File: config.mk
export PLATFORM = sky130hd
export DESIGN_NAME = led_pattern_seq
export DESIGN_NICKNAME = d
export VERILOG_FILES = /design/src/rtl/led_seq_pkg.sv /design/src/rtl/led_pattern_decode.sv /design/src/rtl/led_pattern_seq.sv
export SDC_FILE = /design/constraint.sdc
export NUM_CORES = 1
export LEC_CHECK = 0
export CORE_MARGIN = 4
export CORE_UTILIZATION = 45
export CTS_CLUSTER_DIAMETER = 30
export DETAILED_ROUTE_END_ITERATION = 10
export PLACE_DENSITY = 0.72
export SYNTH_ARGS = -nofsm -noshare
export SYNTH_HDL_FRONTEND = slang
export SYNTH_HIERARCHICAL = 1
export SYNTH_SLANG_ARGS = --single-unit
File: constraint.sdc
create_clock -name clock -period 2.59 [get_ports clock]
set_input_delay 0.3885 -clock clock [delete_from_list [all_inputs] [get_ports clock]]
set_output_delay 0.3885 -clock clock [all_outputs]
set_load 0.02 [all_outputs]
File: src/rtl/led_seq_pkg.sv
// Shared encodings for the LED pattern sequencer: mode select values and
// direction codes.
package led_seq_pkg;

    typedef enum logic [1:0] {
        MODE_SHIFT    = 2'd0,
        MODE_PINGPONG = 2'd1,
        MODE_MIRROR   = 2'd2,
        MODE_FLASH    = 2'd3
    } mode_e;

    localparam logic DIR_FWD = 1'b0;
    localparam logic DIR_REV = 1'b1;

endpackage

File: src/rtl/led_pattern_decode.sv
// Combinational pattern generator: turns (mode, idx, phase) into the LED image.
// In MIRROR, idx 0 is the all-off state and idx k+1 lights pair k.
module led_pattern_decode
    import led_seq_pkg::*;
#(
    parameter int NB_LEDS = 4,
    parameter int IDX_W   = $clog2(NB_LEDS + 1)
) (
    input  logic [1:0]         mode,
    input  logic [IDX_W-1:0]   idx,
    input  logic               phase,
    output logic [NB_LEDS-1:0] pattern
);

    logic [IDX_W-1:0] pair;

    always_comb begin
        pattern = '0;
        pair    = idx - IDX_W'(1);
        case (mode)
            MODE_SHIFT, MODE_PINGPONG: begin
                for (int i = 0; i < NB_LEDS; i++)
                    if (idx == IDX_W'(i)) pattern[i] = 1'b1;
            end
            MODE_MIRROR: begin
                if (idx != '0)
                    for (int i = 0; i < NB_LEDS; i++)
                        if (pair == IDX_W'(i) || pair == IDX_W'(NB_LEDS - 1 - i))
                            pattern[i] = 1'b1;
            end
            default: pattern = {NB_LEDS{phase}};
        endcase
    end

endmodule

File: src/rtl/led_pattern_seq.sv
// LED pattern sequencer: step FSM over mode/direction/index, with registered
// LED, direction, mode and cycle-complete outputs.
module led_pattern_seq
    import led_seq_pkg::*;
#(
    parameter int NB_LEDS = 4,
    parameter int NB_MODE = 2
) (
    input  logic               clock,
    input  logic               i_reset,
    input  logic               i_valid,
    input  logic               i_reverse,
    input  logic [NB_MODE-1:0] i_mode,
    output logic [NB_LEDS-1:0] o_led,
    output logic               o_dir,
    output logic [NB_MODE-1:0] o_mode,
    output logic               o_wrap
);

    localparam int IW = $clog2(NB_LEDS + 1);
    localparam logic [IW-1:0] LAST = IW'(NB_LEDS - 1);
    localparam logic [IW-1:0] PEN  = IW'(NB_LEDS - 2);
    localparam logic [IW-1:0] KMAX = IW'((NB_LEDS + 1) / 2);
    localparam logic [IW-1:0] ONE  = IW'(1);

    mode_e              mode_q, mode_d;
    logic               dir_q, dir_d;
    logic [IW-1:0]      idx_q, idx_d;
    logic               phase_q, phase_d;
    logic               load_pend_q, load_pend_d;
    logic               wrap_d;
    logic [NB_LEDS-1:0] pattern;

    always_ff @(posedge clock or posedge i_reset) begin
        if (i_reset) begin
            mode_q      <= MODE_SHIFT;
            dir_q       <= DIR_FWD;
            idx_q       <= '0;
            phase_q     <= 1'b0;
            load_pend_q <= 1'b1;
            o_led       <= '0;
            o_wrap      <= 1'b0;
        end else begin
            mode_q      <= mode_d;
            dir_q       <= dir_d;
            idx_q       <= idx_d;
            phase_q     <= phase_d;
            load_pend_q <= load_pend_d;
            o_wrap      <= wrap_d;
            if (i_valid) o_led <= pattern;
        end
    end

    always_comb begin
        mode_d      = mode_q;
        dir_d       = dir_q;
        idx_d       = idx_q;
        phase_d     = phase_q;
        load_pend_d = load_pend_q;
        wrap_d      = 1'b0;
        if (i_valid) begin
            if (load_pend_q || mode_e'(i_mode) != mode_q) begin
                // Load: reseed in the requested mode without advancing.
                mode_d      = mode_e'(i_mode);
                dir_d       = DIR_FWD;
                idx_d       = '0;
                phase_d     = 1'b0;
                load_pend_d = 1'b0;
            end else begin
                if (i_reverse) dir_d = ~dir_q;
                case (mode_q)
                    MODE_SHIFT: begin
                        if (dir_q == DIR_FWD) begin
                            wrap_d = (idx_q == LAST);
                            idx_d  = wrap_d ? '0 : idx_q + ONE;
                        end else begin
                            wrap_d = (idx_q == '0);
                            idx_d  = wrap_d ? LAST : idx_q - ONE;
                        end
                    end
                    MODE_PINGPONG: begin
                        // Endpoint bounce forces direction, overriding i_reverse.
                        if (dir_q == DIR_FWD) begin
                            if (idx_q == LAST) begin
                                idx_d  = PEN;
                                dir_d  = DIR_REV;
                                wrap_d = 1'b1;
                            end else begin
                                idx_d = idx_q + ONE;
                            end
                        end else begin
                            if (idx_q == '0) begin
                                idx_d  = ONE;
                                dir_d  = DIR_FWD;
                                wrap_d = 1'b1;
                            end else begin
                                idx_d = idx_q - ONE;
                            end
                        end
                    end
                    MODE_MIRROR: begin
                        if (dir_q == DIR_FWD) begin
                            wrap_d = (idx_q == KMAX);
                            idx_d  = wrap_d ? '0 : idx_q + ONE;
                        end else begin
                            wrap_d = (idx_q == ONE);
                            idx_d  = (idx_q == '0) ? KMAX : idx_q - ONE;
                        end
                    end
                    default: begin
                        wrap_d  = phase_q;
                        phase_d = ~phase_q;
                    end
                endcase
            end
        end
    end

    led_pattern_decode #(
        .NB_LEDS (NB_LEDS),
        .IDX_W   (IW)
    ) u_decode (
        .mode    (mode_d),
        .idx     (idx_d),
        .phase   (phase_d),
        .pattern (pattern)
    );

    assign o_dir  = dir_q;
    assign o_mode = mode_q;

endmodule

==> impl_summary.md, run 1 <==
Place
The HPWL after detailed placement is roughly 1600 µm. Input and output buffers added on the ports amount to 13. The total placed instance area is between 0.001 and 0.0015 mm². The last weighted congestion value of the routability-driven placer is roughly 0.91. The cell count after placement is between 100 and 150.

Synthesis
Synthesis produced a netlist with a net count of approximately 120. The share of the Yosys chip area taken by registers is 0.3359. The number of distinct library cells after synthesis is 39. The adder-cell area share of the yosys netlist is 0.1030. The area fraction in compound gates after synthesis is 0.2136. The post-synthesis instance total is between 100 and 150.

After synthesis, the cell types taking the most area are sky130_fd_sc_hd__dfrtp_1 31%, sky130_fd_sc_hd__ha_1 10%, sky130_fd_sc_hd__mux2_2 5.8%. For this run, asynchronously set or reset flops after synthesis account for 1.000. Of the total synthesized cell area, the portion taken by AND, OR, NAND and NOR gates is 0.1493. The post-synthesis area per instance is between 9 and 10 µm². In this run the cell area of the synthesized design comes to around 1000 µm². Summed over all instances, the cell type with the most area after synthesis is sky130_fd_sc_hd__dfrtp_1. The combinational family with the most area after synthesis is compound AO/OA/AOI/OAI gates. Counting flops and latches in the post-synthesis netlist gives 13.

Ranked by instance count, the synthesized netlist is headed by 12 x sky130_fd_sc_hd__dfrtp_1, 11 x sky130_fd_sc_hd__inv_1, 8 x sky130_fd_sc_hd__ha_1. The most common cell in the synthesized netlist is sky130_fd_sc_hd__dfrtp_1. The mux share of post-synthesis cell area is 0.09910. Among all flip-flop cells after synthesis, the most frequent one is sky130_fd_sc_hd__dfrtp_1.

The fraction of post-synthesis cell area in the top cell type by area is 0.3089. The number of synthesized flops with an enable pin is 0. The xor-xnor portion of the synthesized cell area is 0.01802. The total of warnings raised by yosys is 6.

Clock network
After clock tree synthesis, the clock-pin slew on the worst setup and hold paths is ~80 ps. The clock root buffer is sky130_fd_sc_hd__clkbuf_4. The largest buffer count on any clock path is 2. The number of levels in the clock H-tree is 1.

Counting the buffers created by CTS gives 3. The count of clock tree sinks is 13. The worst-skew pair later-pin latency is 280 ps. TritonCTS built the clock tree.

Global routing
The number of global-route vias before repair is ~800. The first global-routing pass estimated 3650 µm of wire. The aggregate global routing overflow is 0. The largest net degree at the start of global routing is 14. The overall track demand over capacity in global routing is 0.1731. The initial antenna violation count is 0.

Hold path
In this run the worst hold path is classified as in -> async.

Route
Summing over every cut layer, the via total after detailed routing is roughly 840. Dividing the detail-routed wire length by the instance count gives 14.61 µm. The number of antenna-violating nets in the routed design is 0. For this run, the detailed router's first-pass iteration total came to 4. The total wire length is roughly 2200 µm. The DRC violation count after routing is 0. The first routing iteration left 25 violations. The post-detailed-route via-to-cell ratio is about 5.7.

Timing
The hold slack is between 400 and 500 ps. The final count of pins violating max slew is 0. Setup repair after global routing left no endpoint under its margin. Measured against its own limit, the worst slew margin works out to 0.6557. The shortest clock period the worst path allows after layout is between 2000 and 2500 ps. The final number of setup-violating endpoints is 0. For the pin with the worst max-slew slack, the measured transition is roughly 520 ps. The final worst clock skew is between 1.5 and 2 ps.

The number of failing hold endpoints at the final stage is 0. Based on the critical path, the design can be clocked at up to slightly above 400 MHz. In the finished design, the share of the clock period the worst path needs comes to 0.9285. In the final timing run, aggregate negative setup slack is 0 ps.

Layout
In the final design database the tool counted between 100 and 150 nets. The share of post-route cells with drive strength above 1 is 0.1901. The number of antenna cells inserted is 0. The area growth from synthesis to layout is 22.14%.

Excluding fillers, the count of instances in the completed layout stands at 148. The final non-filler cell area is 0.001187 mm². Once layout is complete, the utilization of the core stands at 0.5931. The layout has about 190 filler cells.

Floorplanning
The core footprint is about 0.0020 mm². The die boundary height is 54.48 µm. The row count is 16. The die footprint is approximately 0.0030 mm². For this configuration, the core starts out at a cell density of 0.4856. The top-level port count is 14. The width of the chip is about 54 µm.

Worst setup path
The worst register-to-register path has a setup slack of approximately 190 ps. The critical setup path kind is reg -> reg. The critical path crosses 9 cells after its start point.

STA puts the critical path data required time at about 2800 ps. The largest incremental delay on the critical path is between 300 and 400 ps. Traced cell by cell, the critical path runs through inv_1 -> ha_1 -> or3_1 -> a222oi_1 -> a22o_1 -> inv_1 -> nand4b_1 -> o311ai_2 -> mux2_2.

Among the stages of the critical path, the cell type that occurs most often is sky130_fd_sc_hd__inv_1. The largest fanout on the critical path is 5. STA classifies the critical path startpoint as a flop.

The endpoint kind of the worst setup timing path is a flop. Among all stages on the critical path, the largest delay is contributed by sky130_fd_sc_hd__or3_1. The number of buffer and inverter stages on the critical path is 2. The arrival time of data at the critical path endpoint is between 2000 and 3000 ps. The logic depth of the worst register-to-register path is 9.

Among cell families on the critical path, the largest total delay comes from compound AO/OA/AOI/OAI gates.

Flow run
The max-capacitance violation count is 0.

Power
IR analysis of the VDD net gives a maximum drop of around 0.00031 V. Dividing total power by cell area gives a power density of around 540 mW/mm². The leakage power is ~0.52 nW.

Run status
The run finished with clean final reports.
## through the flow
| step | setup slack [ps] | power (mW) |
|---|---|---|
| 6_report | 185.1 | 0.6424 |
| 5_1_grt | 3.566 | 0.6878 |
| 4_1_cts | 152.5 | 0.6436 |
| 3_5_place_dp | 82.55 | 0.5127 |
| 3_3_place_gp | 134.5 | 0.5059 |
| 2_1_floorplan | 316.6 | 0.4246 |
## sequential cells by signal, summed over array words and instances (netlist names)
signal / count
o_wrap: 1
o_dir: 1
phase_q: 1
o_led: 4
load_pend_q: 1
idx_q: 3
o_mode: 2
## kinds of logic after synthesis
| group | after synthesis |
|---|---|
| XOR/XNOR | 2 |
| adder cells (fa/ha/maj) | 8 |
| multiplexers | 9 |
| buffers and inverters | 16 |
| AO/OA/AOI/OAI | 29 |
| flip-flops | 13 |
| AND/OR/NAND/NOR | 24 |
## final cells by class
class	count	area, µm²	share of cell area
clock inverter	1	5.005	0.004215
sequential	13	326.6	0.2750
multi-input combinational	72	569.3	0.4795
inverter	12	47.55	0.04004
clock buffer	3	22.52	0.01897
tap	27	33.78	0.02845
timing repair buffer	20	182.7	0.1538
## layout by cell type (no fill, tap or decap), types with 2 or more instances in the layout
cell	Yosys	layout
sky130_fd_sc_hd__a211oi_1	2	2
sky130_fd_sc_hd__a21oi_1	7	7
sky130_fd_sc_hd__buf_4	0	7
sky130_fd_sc_hd__clkbuf_4	0	3
sky130_fd_sc_hd__clkdlybuf4s50_1	0	13
sky130_fd_sc_hd__dfrtp_1	12	12
sky130_fd_sc_hd__ha_1	8	7
sky130_fd_sc_hd__inv_1	11	11
sky130_fd_sc_hd__mux2_2	5	5
sky130_fd_sc_hd__mux2i_1	4	4
sky130_fd_sc_hd__nand2_1	6	6
sky130_fd_sc_hd__nand2b_1	3	3
sky130_fd_sc_hd__nor2_1	2	2
sky130_fd_sc_hd__nor2b_1	2	2
sky130_fd_sc_hd__nor3b_1	2	2
sky130_fd_sc_hd__nor4b_1	2	2
sky130_fd_sc_hd__o21ai_0	7	7
sky130_fd_sc_hd__o311ai_2	2	2
sky130_fd_sc_hd__xor2_1	2	2
## routing by layer
metal | share of wire | global-route usage | vias up
li1 | - | - | 410
met1 | 0.43 | 0.2040 | 402
met2 | 0.52 | 0.2948 | 27
met3 | 0.054 | 0.05450 | 0
met4 | 0 | 0.05809 | 0
met5 | 0 | 0 | -
## timing repair
item,CTS,global route
resized for setup,0,1
setup endpoints to repair,0,3
hold buffers,0,0
buffers inserted,0,1
## report_power, final
part / total (mW) / internal, mW / switching [mW]
Combinational: 0.256 / 0.126 / 0.130
Sequential: 0.258 / 0.226 / 0.0317
Clock: 0.129 / 0.0574 / 0.0713
Total: 0.642 / 0.409 / 0.233
## final timing paths
check | startpoint | to
hold / removal | i_reset | phase_q
setup / recovery | idx_q[0] | o_led[3]
setup reg to reg | idx_q[0] | o_led[3]
min in group clock | o_led[2] | o_led[2]
max in group asynchronous | i_reset | load_pend_q
hold reg to reg | o_led[2] | o_led[2]
No activity file was read; power rests on OpenSTA's default activity.
==> run 2: changes to the inputs <==
- SYNTH_HIERARCHICAL: 1 -> default
==> run 2 against run 1 <==
  * The run now ends with setup timing left
  * Non-clock buffer count is 17 higher
  * Critical path depth is 1 higher
  * Sequential share of layout area is 3.4 points lower
  * Synthesized cell count is 5.0% higher
  * Clock skew is 3.9 ps higher
  * Maximum frequency is 9.0% lower
  * Critical path type unchanged
  * Routed wire length is 11% higher
  * Flip-flop and latch count stayed put
  * Register-to-register slack worse by 240 ps
  * Highest routed layer is now met4
==> impl_summary.md, run 2 <==
Timing
The transition at the pin with the smallest max-transition slack is 592.8 ps (+76.93 ps). The shortest clock period the worst path allows after layout was 2641 ps (+236.5 ps). The maximum clock frequency is 378.6 MHz (-9.0%). The number of failing hold endpoints at the final stage is 0 (unchanged). The hold slack came to 425.2 ps (-9.267 ps). The final number of setup-violating endpoints is 2 (+2). The final worst clock skew is 5.582 ps (+3.877 ps).

The worst path setup slack after routing was -51.38 ps (-236.5 ps). Setup repair after global routing could not meet its margin everywhere. The final worst-path cycle share is 1.020 (+0.09131). The final count of pins violating max slew was 0 (unchanged). The remaining max-slew budget at the tightest pin is 0.6014 (-0.05428).

Power
The leakage power is 0.6200 nW (+20%). The power density normalized to cell area came to 564.1 mW/mm² (+4.3%). The power dissipated by switching net loads is 274.6 µW (+18%). The switching part of the total power is 0.3583 (-0.004435). The power share of the clock group was 0.157 (-0.043). The fraction of power consumed by sequential logic is 0.336 (-0.066). The internal power consumption is 491.9 µW (+20%).

The maximum resistive drop on vdd is 0.0004670 V (+49%). The proportion of power drawn by combinational gates is 0.507 (+0.109).

Worst setup path
The largest individual stage delay along the critical path comes from the cell sky130_fd_sc_hd__dfrtp_1. In this run the critical register-to-register path is launched from idx_q[0]. The critical setup path kind is reg -> reg. Walking the worst path, the cells encountered are inv_1 -> ha_1 -> mux2_4 -> o311a_1 -> a32o_2 -> nor2_2 -> ha_1 -> nor4b_4 -> nor2b_4 -> o32a_1. By instance count, the cell type seen most on the critical path is sky130_fd_sc_hd__ha_1. The worst setup slack for register-to-register paths is -50 ps (-240 ps). The endpoint identified for the worst register-to-register timing path is o_led[0].

The data required time of the critical path is 2750 ps (about the same). STA classifies the critical path startpoint as a flop. The largest fanout on the critical path is 3 (-2). The arrival time of data at the critical path endpoint is 2800 ps (+220 ps). The logic depth of the worst register-to-register path is 10 (+1).

The largest incremental delay on the critical path is 380 ps (about the same). The endpoint kind of the worst setup timing path is a flop.

Global routing
The aggregate global routing overflow is 0 (unchanged). The largest net degree at the start of global routing was 14 (unchanged). The wire length of the first global-routing pass was 4243 µm (+16%). The number of global-route vias before repair is 939 (+15%). The overall track demand over capacity in global routing was 0.1992 (+0.02608). The initial antenna violation count came to 0 (unchanged).

Clock network
The clock-pin slew on the worst setup and hold paths was 80 ps (about the same). The number of levels in the clock H-tree is 1 (unchanged). The largest buffer count on any clock path was 2 (unchanged). The worst-skew pair later-pin latency was 270 ps (about the same). TritonCTS built the clock tree. The cell sitting at the root of the clock tree is a sky130_fd_sc_hd__clkbuf_4.

The number of buffers added by the clock tree synthesis step is 3 (unchanged). The count of clock tree sinks was 13 (unchanged).

Hold path
The path type of the worst min-delay path is in -> async.

Synthesis
The leading area contributor after synthesis is sky130_fd_sc_hd__dfrtp_1. sky130_fd_sc_hd__inv_1 is the most common cell in the netlist. The number of distinct library cells after synthesis is 40 (+2.6%). The number of synthesized flops with an enable pin is 0 (unchanged). The fraction of post-synthesis cell area in the top cell type by area is 0.3073 (-0.001582).

Counting instances in the post-synthesis netlist gives the leading cell types as 13 x sky130_fd_sc_hd__inv_1, 12 x sky130_fd_sc_hd__dfrtp_1, 9 x sky130_fd_sc_hd__a21oi_1, 9 x sky130_fd_sc_hd__ha_1, 5 x sky130_fd_sc_hd__clkbuf_1. The most used flip-flop cell after synthesis is sky130_fd_sc_hd__dfrtp_1. The post-synthesis instance total is 106 (+5.0%). The count of state elements after synthesis is 13 (unchanged). The total of warnings raised by yosys came to 0 (-6). The fraction of the yosys area taken by sequential cells came to 0.3342 (-0.001720). The synthesized net count is 121 (+5.2%). The netlist area before placement came to 977.2 µm² (+0.51%). By area the synthesized netlist is led by sky130_fd_sc_hd__dfrtp_1 31%, sky130_fd_sc_hd__ha_1 12%, sky130_fd_sc_hd__inv_1 5.0%. The share of synthesized flip-flops with an asynchronous set or reset is 1.000 (unchanged). The post-synthesis area per instance was 9.219 µm² (-4.2%).

Floorplanning
The core footprint is 0.002022 mm² (+1.0%). The width of the chip is 54.60 µm (+0.22%). The row count is 16 (unchanged). The initial core utilization is 0.4833 (-0.002333). The top-level port count is 14 (unchanged). The die boundary height is 54.60 µm (+0.22%). The die footprint is 0.002981 mm² (+0.44%).

Layout
The final non-filler cell total is 167 (+13%). The layout net count was 156 (+15%). The share of post-route cells with drive strength above 1 is 0.3000 (+0.1099).

The number of antenna cells inserted is 0 (unchanged). The final non-filler cell area is 0.001359 mm² (+14%). The top cell types in the final layout, fill and taps aside, are 24 x sky130_fd_sc_hd__buf_4, 13 x sky130_fd_sc_hd__clkdlybuf4s50_1, 12 x sky130_fd_sc_hd__inv_1.

The signed area change from the synthesized netlist to the final layout is 39.05%. The flip-flop count of the largest register after layout came to 4 (unchanged). More flip-flops sit in one register than any other, and that register is o_led. The most common cell after layout, fill and taps aside is sky130_fd_sc_hd__buf_4.

Flow run
The max-capacitance violation count is 0 (unchanged).

Route
The DRC violation count after routing is 0 (unchanged). The total wire length is 2399 µm (+11%). The average wire per standard cell came to 14.37 µm (-1.7%). The total vias in the final route came to 919 (+9.5%). The number of antenna-violating nets in the routed design was 0 (unchanged).

The first-pass detailed-route iteration total was 4 (unchanged). The post-detailed-route via-to-cell ratio is 5.503 (-2.9%). The starting DRC count in detailed routing was 30 (+20%).

Place
The worst slack at placement is -261.6 ps (-344.2 ps). The last weighted congestion value of the routability-driven placer is 0.9188 (+1.4%). The HPWL after detailed placement was 1836 µm (+13%).

The cell count after placement came to 159 (+11%). The total placed instance area is 0.001281 mm² (+11%). The count of input and output buffers is 13 (unchanged).

Run status
The final reports fail on setup timing. The run finished, with violations left.
run 2: per-layer routing:
metal | global-route usage | share of wire
met5 | 0 | 0
met4 | 0.1079 | 0.022
met3 | 0.03542 | 0.017
met2 | 0.3189 | 0.53
met1 | 0.2513 | 0.43
run 2: metrics by stage:
step                setup TNS (ps)  power, mW  utilization
finish                      -95.38     0.7665       0.6720
global route                -342.4     0.8275       0.6720
CTS                         -95.44     0.7583       0.6621
detailed placement          -829.5     0.6196       0.6337
global placement            -613.1     0.6108       0.6337
floorplan                   -89.32     0.4770            -
run 2: power groups by stage:
stage	Combinational, mW	Clock (mW)	Sequential, mW
2_1_floorplan	0.198	0	0.279
3_3_place_gp	0.352	0	0.259
3_5_place_dp	0.359	0	0.260
4_1_cts	0.376	0.125	0.257
5_1_grt	0.426	0.139	0.263
6_report	0.389	0.120	0.258
run 2: final cells by class:
cell class | count | area (µm²)
Fill cell | 165 | 663.1
Multi-Input combinational cell | 73 | 611.8
Sequential cell | 13 | 327.8
Timing Repair Buffer | 37 | 310.3
Inverter | 13 | 48.80
Tap cell | 27 | 33.78
Clock buffer | 4 | 26.28
run 2: worst max-delay path by stage:
| stage | from | endpoint | slack, ps | depth (start not counted) |
|---|---|---|---|---|
| floorplan | o_mode[0] | o_led[0] | -40 | 10 |
| global placement | i_mode[0] | o_led[3] | -200 | 9 |
| detailed placement | i_mode[0] | o_led[0] | -260 | 9 |
| CTS | idx_q[1] | o_led[0] | -50 | 10 |
| global route | idx_q[1] | o_led[0] | -150 | 11 |
| finish | idx_q[0] | o_led[0] | -50 | 10 |
run 2: repair_timing:
action	4_1_cts	5_1_grt
setup buffers	3	1
hold buffers	0	0
resized for setup	3	3
pin swaps	4	6
setup endpoints to repair	2	4
run 2: critical path: cells and delay by family (launching register included):
| family | cells | cell delay (ps) |
|---|---|---|
| buf+inv | 1 | 90 |
| mux | 1 | 270 |
| simple gates | 3 | 380 |
| flops | 1 | 380 |
| compound gates | 3 | 870 |
| fa+ha+maj | 2 | 540 |
run 2: cells by family after synthesis:
group / synth area share
xor+xnor: 0.01793
fa+ha+maj: 0.1152
flops: 0.3342
mux: 0.06402
compound gates: 0.2343
buf+inv: 0.08579
simple gates: 0.1485
==> run 3: changes to the inputs <==
- CORE_UTILIZATION: 45 -> 53
- CTS_CLUSTER_SIZE: default -> 40
- PLACE_DENSITY: 0.72 -> 0.82
==> run 3 against run 2 <==
  * The flow still finishes with violations (setup timing)
  * First-iteration DRC count down 53%
  * Largest power group unchanged
  * Critical path type unchanged
  * Critical path depth up 3
  * Total power up 13%
  * Setup slack worse by 18 ps
  * Sequential power up 2%
  * Global-route usage up 4.8 points
  * Critical endpoint is now o_led[3]
  * Highest routed layer unchanged
  * Die area down 13%
  * Maximum frequency down 0.68%
  * Final cell count up 1.8%
  * Sequential share of layout area down 2.2 points
  * Utilization up 19 points
  * Combinational power up 23%
==> impl_summary.md, run 3 (synthesized netlist as in run 2, its figures left out) <==
Worst setup path
The arrival time of data at the critical path endpoint is 2820 ps (+20 ps). STA classifies the critical path endpoint as a flop. Walking the worst path, the cells encountered are inv_2 -> buf_4 -> buf_4 -> ha_1 -> mux2i_1 -> nand3_1 -> o311a_4 -> a32o_2 -> nor2_1 -> ha_1 -> nor4b_4 -> nor2b_4 -> o32a_1.

The worst setup path is of the reg -> reg kind. The slowest cell on the critical path is sky130_fd_sc_hd__dfrtp_2. The startpoint class of the critical path is a flop. The largest fanout on the critical path is 4 (+1). The data required time of the critical path came to 2750 ps (about the same). The largest incremental delay on the critical path came to 430 ps (+50 ps).

Clock network
The clock-pin slew on the worst setup and hold paths is 80 ps (about the same). The TritonCTS clock tree is yes. The largest buffer count on any clock path is 2 (unchanged). The number of levels in the clock H-tree is 1 (unchanged).

The clock root buffer is sky130_fd_sc_hd__clkbuf_4. The number of buffers added by the clock tree synthesis step is 3 (unchanged). The worst-skew pair later-pin latency was 270 ps (about the same).

The count of clock tree sinks is 13 (unchanged).

Floorplanning
The initial core utilization is 0.5599 (+0.07656). The die footprint is 0.002595 mm² (-13%). The row count was 15 (-1). The top-level port count is 14 (unchanged). The width of the chip came to 50.94 µm (-6.7%).

The core footprint is 0.001745 mm² (-14%). The die boundary height was 50.94 µm (-6.7%).

Timing
The remaining max-slew budget at the tightest pin is 0.5076 (-0.09387). The final number of setup-violating endpoints is 2 (unchanged). The number of failing hold endpoints at the final stage is 0 (unchanged).

The worst path setup slack after routing is -69.41 ps (-18.04 ps). The transition at the pin with the smallest max-transition slack is 732.4 ps (+139.6 ps). The hold slack is 438.3 ps (+13.13 ps). The final worst clock skew is 0.8553 ps (-4.727 ps). The final count of pins violating max slew is 0 (unchanged). The maximum clock frequency is 376.0 MHz (-0.68%).

The shortest clock period the worst path allows after layout is 2659 ps (+18.04 ps). The final total negative setup slack is -129.3 ps (-33.89 ps). Setup repair after global routing could not meet its margin everywhere. The final worst-path cycle share is 1.027 (+0.006964).

Route
The total vias in the final route came to 979 (+6.5%). The first-pass detailed-route iteration total is 4 (unchanged). The average wire per standard cell is 17.49 µm (+22%).

The number of antenna-violating nets in the routed design is 0 (unchanged). The total wire length was 2974 µm (+24%). The starting DRC count in detailed routing is 14 (-53%). The DRC violation count after routing is 0 (unchanged).

The post-detailed-route via-to-cell ratio is 5.759 (+4.6%).

Run status
The checks that failed: setup timing. The flow ran to the end, but the final reports show violations.

Place
The total placed instance area came to 0.001286 mm² (+0.39%). The HPWL after detailed placement is 2091 µm (+14%). The last weighted congestion value of the routability-driven placer is 0.8449 (-8.0%). The worst slack at placement is -283.1 ps (-21.46 ps). The cell count after placement is 158 (-0.63%). The count of input and output buffers is 13 (unchanged).

Power
The power density normalized to cell area is 575.7 mW/mm² (+2.1%). The switching part of the total power is 0.3752 (+0.01691). The proportion of power drawn by combinational gates is 0.553 (+0.046). The fraction of power consumed by sequential logic is 0.303 (-0.033). The power share of the clock group is 0.144 (-0.013). The maximum resistive drop on vdd was 0.0005163 V (+11%). The internal power consumption is 539.6 µW (+9.7%). The total power consumption of the routed design is 863.6 µW (+13%). The power dissipated by switching net loads was 324.0 µW (+18%).

The leakage power is 0.6536 nW (+5.4%).

Layout
Counting flops per register, the top entry is o_led. The area growth from synthesis to layout is 53.52%. The library cell used most frequently in the layout, excluding fill and tap cells, is sky130_fd_sc_hd__buf_4. The share of post-route cells with drive strength above 1 is 0.3931 (+0.09310).

The share of the core filled with cells is 0.8595 (+0.1875). The number of antenna cells inserted was 0 (unchanged). In the layout the commonest cells are 26 x sky130_fd_sc_hd__buf_4, 13 x sky130_fd_sc_hd__clkdlybuf4s50_1, 10 x sky130_fd_sc_hd__inv_1, 10 x sky130_fd_sc_hd__dfrtp_1, 8 x sky130_fd_sc_hd__a21oi_1. The flip-flop count of the largest register after layout came to 4 (unchanged). The final non-filler cell area came to 0.001500 mm² (+10%). The final non-filler cell total came to 170 (+1.8%).

The layout net count is 161 (+3.2%).

Global routing
The wire length of the first global-routing pass is 4733 µm (+12%). The aggregate global routing overflow is 0 (unchanged). The number of global-route vias before repair was 1059 (+13%). The initial antenna violation count came to 0 (unchanged). The largest net degree at the start of global routing came to 14 (unchanged). The overall track demand over capacity in global routing is 0.2472 (+0.04802).

Hold path
The path type of the worst min-delay path is in -> async.

Flow run
The max-capacitance violation count is 0 (unchanged).
run 3: timing repair:
action,in CTS,in global routing
hold buffers,0,0
endpoints found under the setup margin,2,4
gates resized for setup,4,21
hold endpoints to repair,0,0
pin swaps,7,11
setup buffers,4,6
run 3: layer usage:
layer  GRT usage  wire [µm]
met1      0.2629       1196
met2      0.4421       1640
met3     0.04082         91
met4      0.1659         45
met5           0          0
run 3: worst max-delay path: cells and delay by family, from the launching register on:
kind	cells	cell delay, ps
buffers and inverters	3	330
multiplexers	1	160
adder cells (fa/ha/maj)	2	430
AND/OR/NAND/NOR	4	520
AO/OA/AOI/OAI	3	690
flip-flops	1	430
run 3: power by group through the flow:
stage / registers, mW / logic, mW / clock network (mW)
3_5_place_dp: 0.263 / 0.368 / 0
6_report: 0.262 / 0.478 / 0.124
2_1_floorplan: 0.279 / 0.198 / 0
3_3_place_gp: 0.259 / 0.352 / 0
5_1_grt: 0.266 / 0.517 / 0.141
4_1_cts: 0.259 / 0.392 / 0.128
run 3: worst paths after layout:
check | end | slack [ps] | cells past startpoint | startpoint
hold reg to reg | load_pend_q | 500 | 1 | load_pend_q
hold / removal | idx_q[2] | 440 | 2 | i_reset
setup reg to reg | o_led[3] | -70 | 13 | idx_q[1]
min in group clock | load_pend_q | 500 | 1 | load_pend_q
max in group asynchronous | idx_q[1] | 1790 | 2 | i_reset
setup / recovery | o_led[3] | -70 | 13 | idx_q[1]
run 3: layout make-up:
class                   instances  area [µm²]
inverters                      13       51.30
fillers                       107       245.2
multi-input cells              73       703.2
well taps                      25       31.28
clock buffers                   4       26.28
flip-flops and latches         13       329.1
repair buffers                 42       359.1
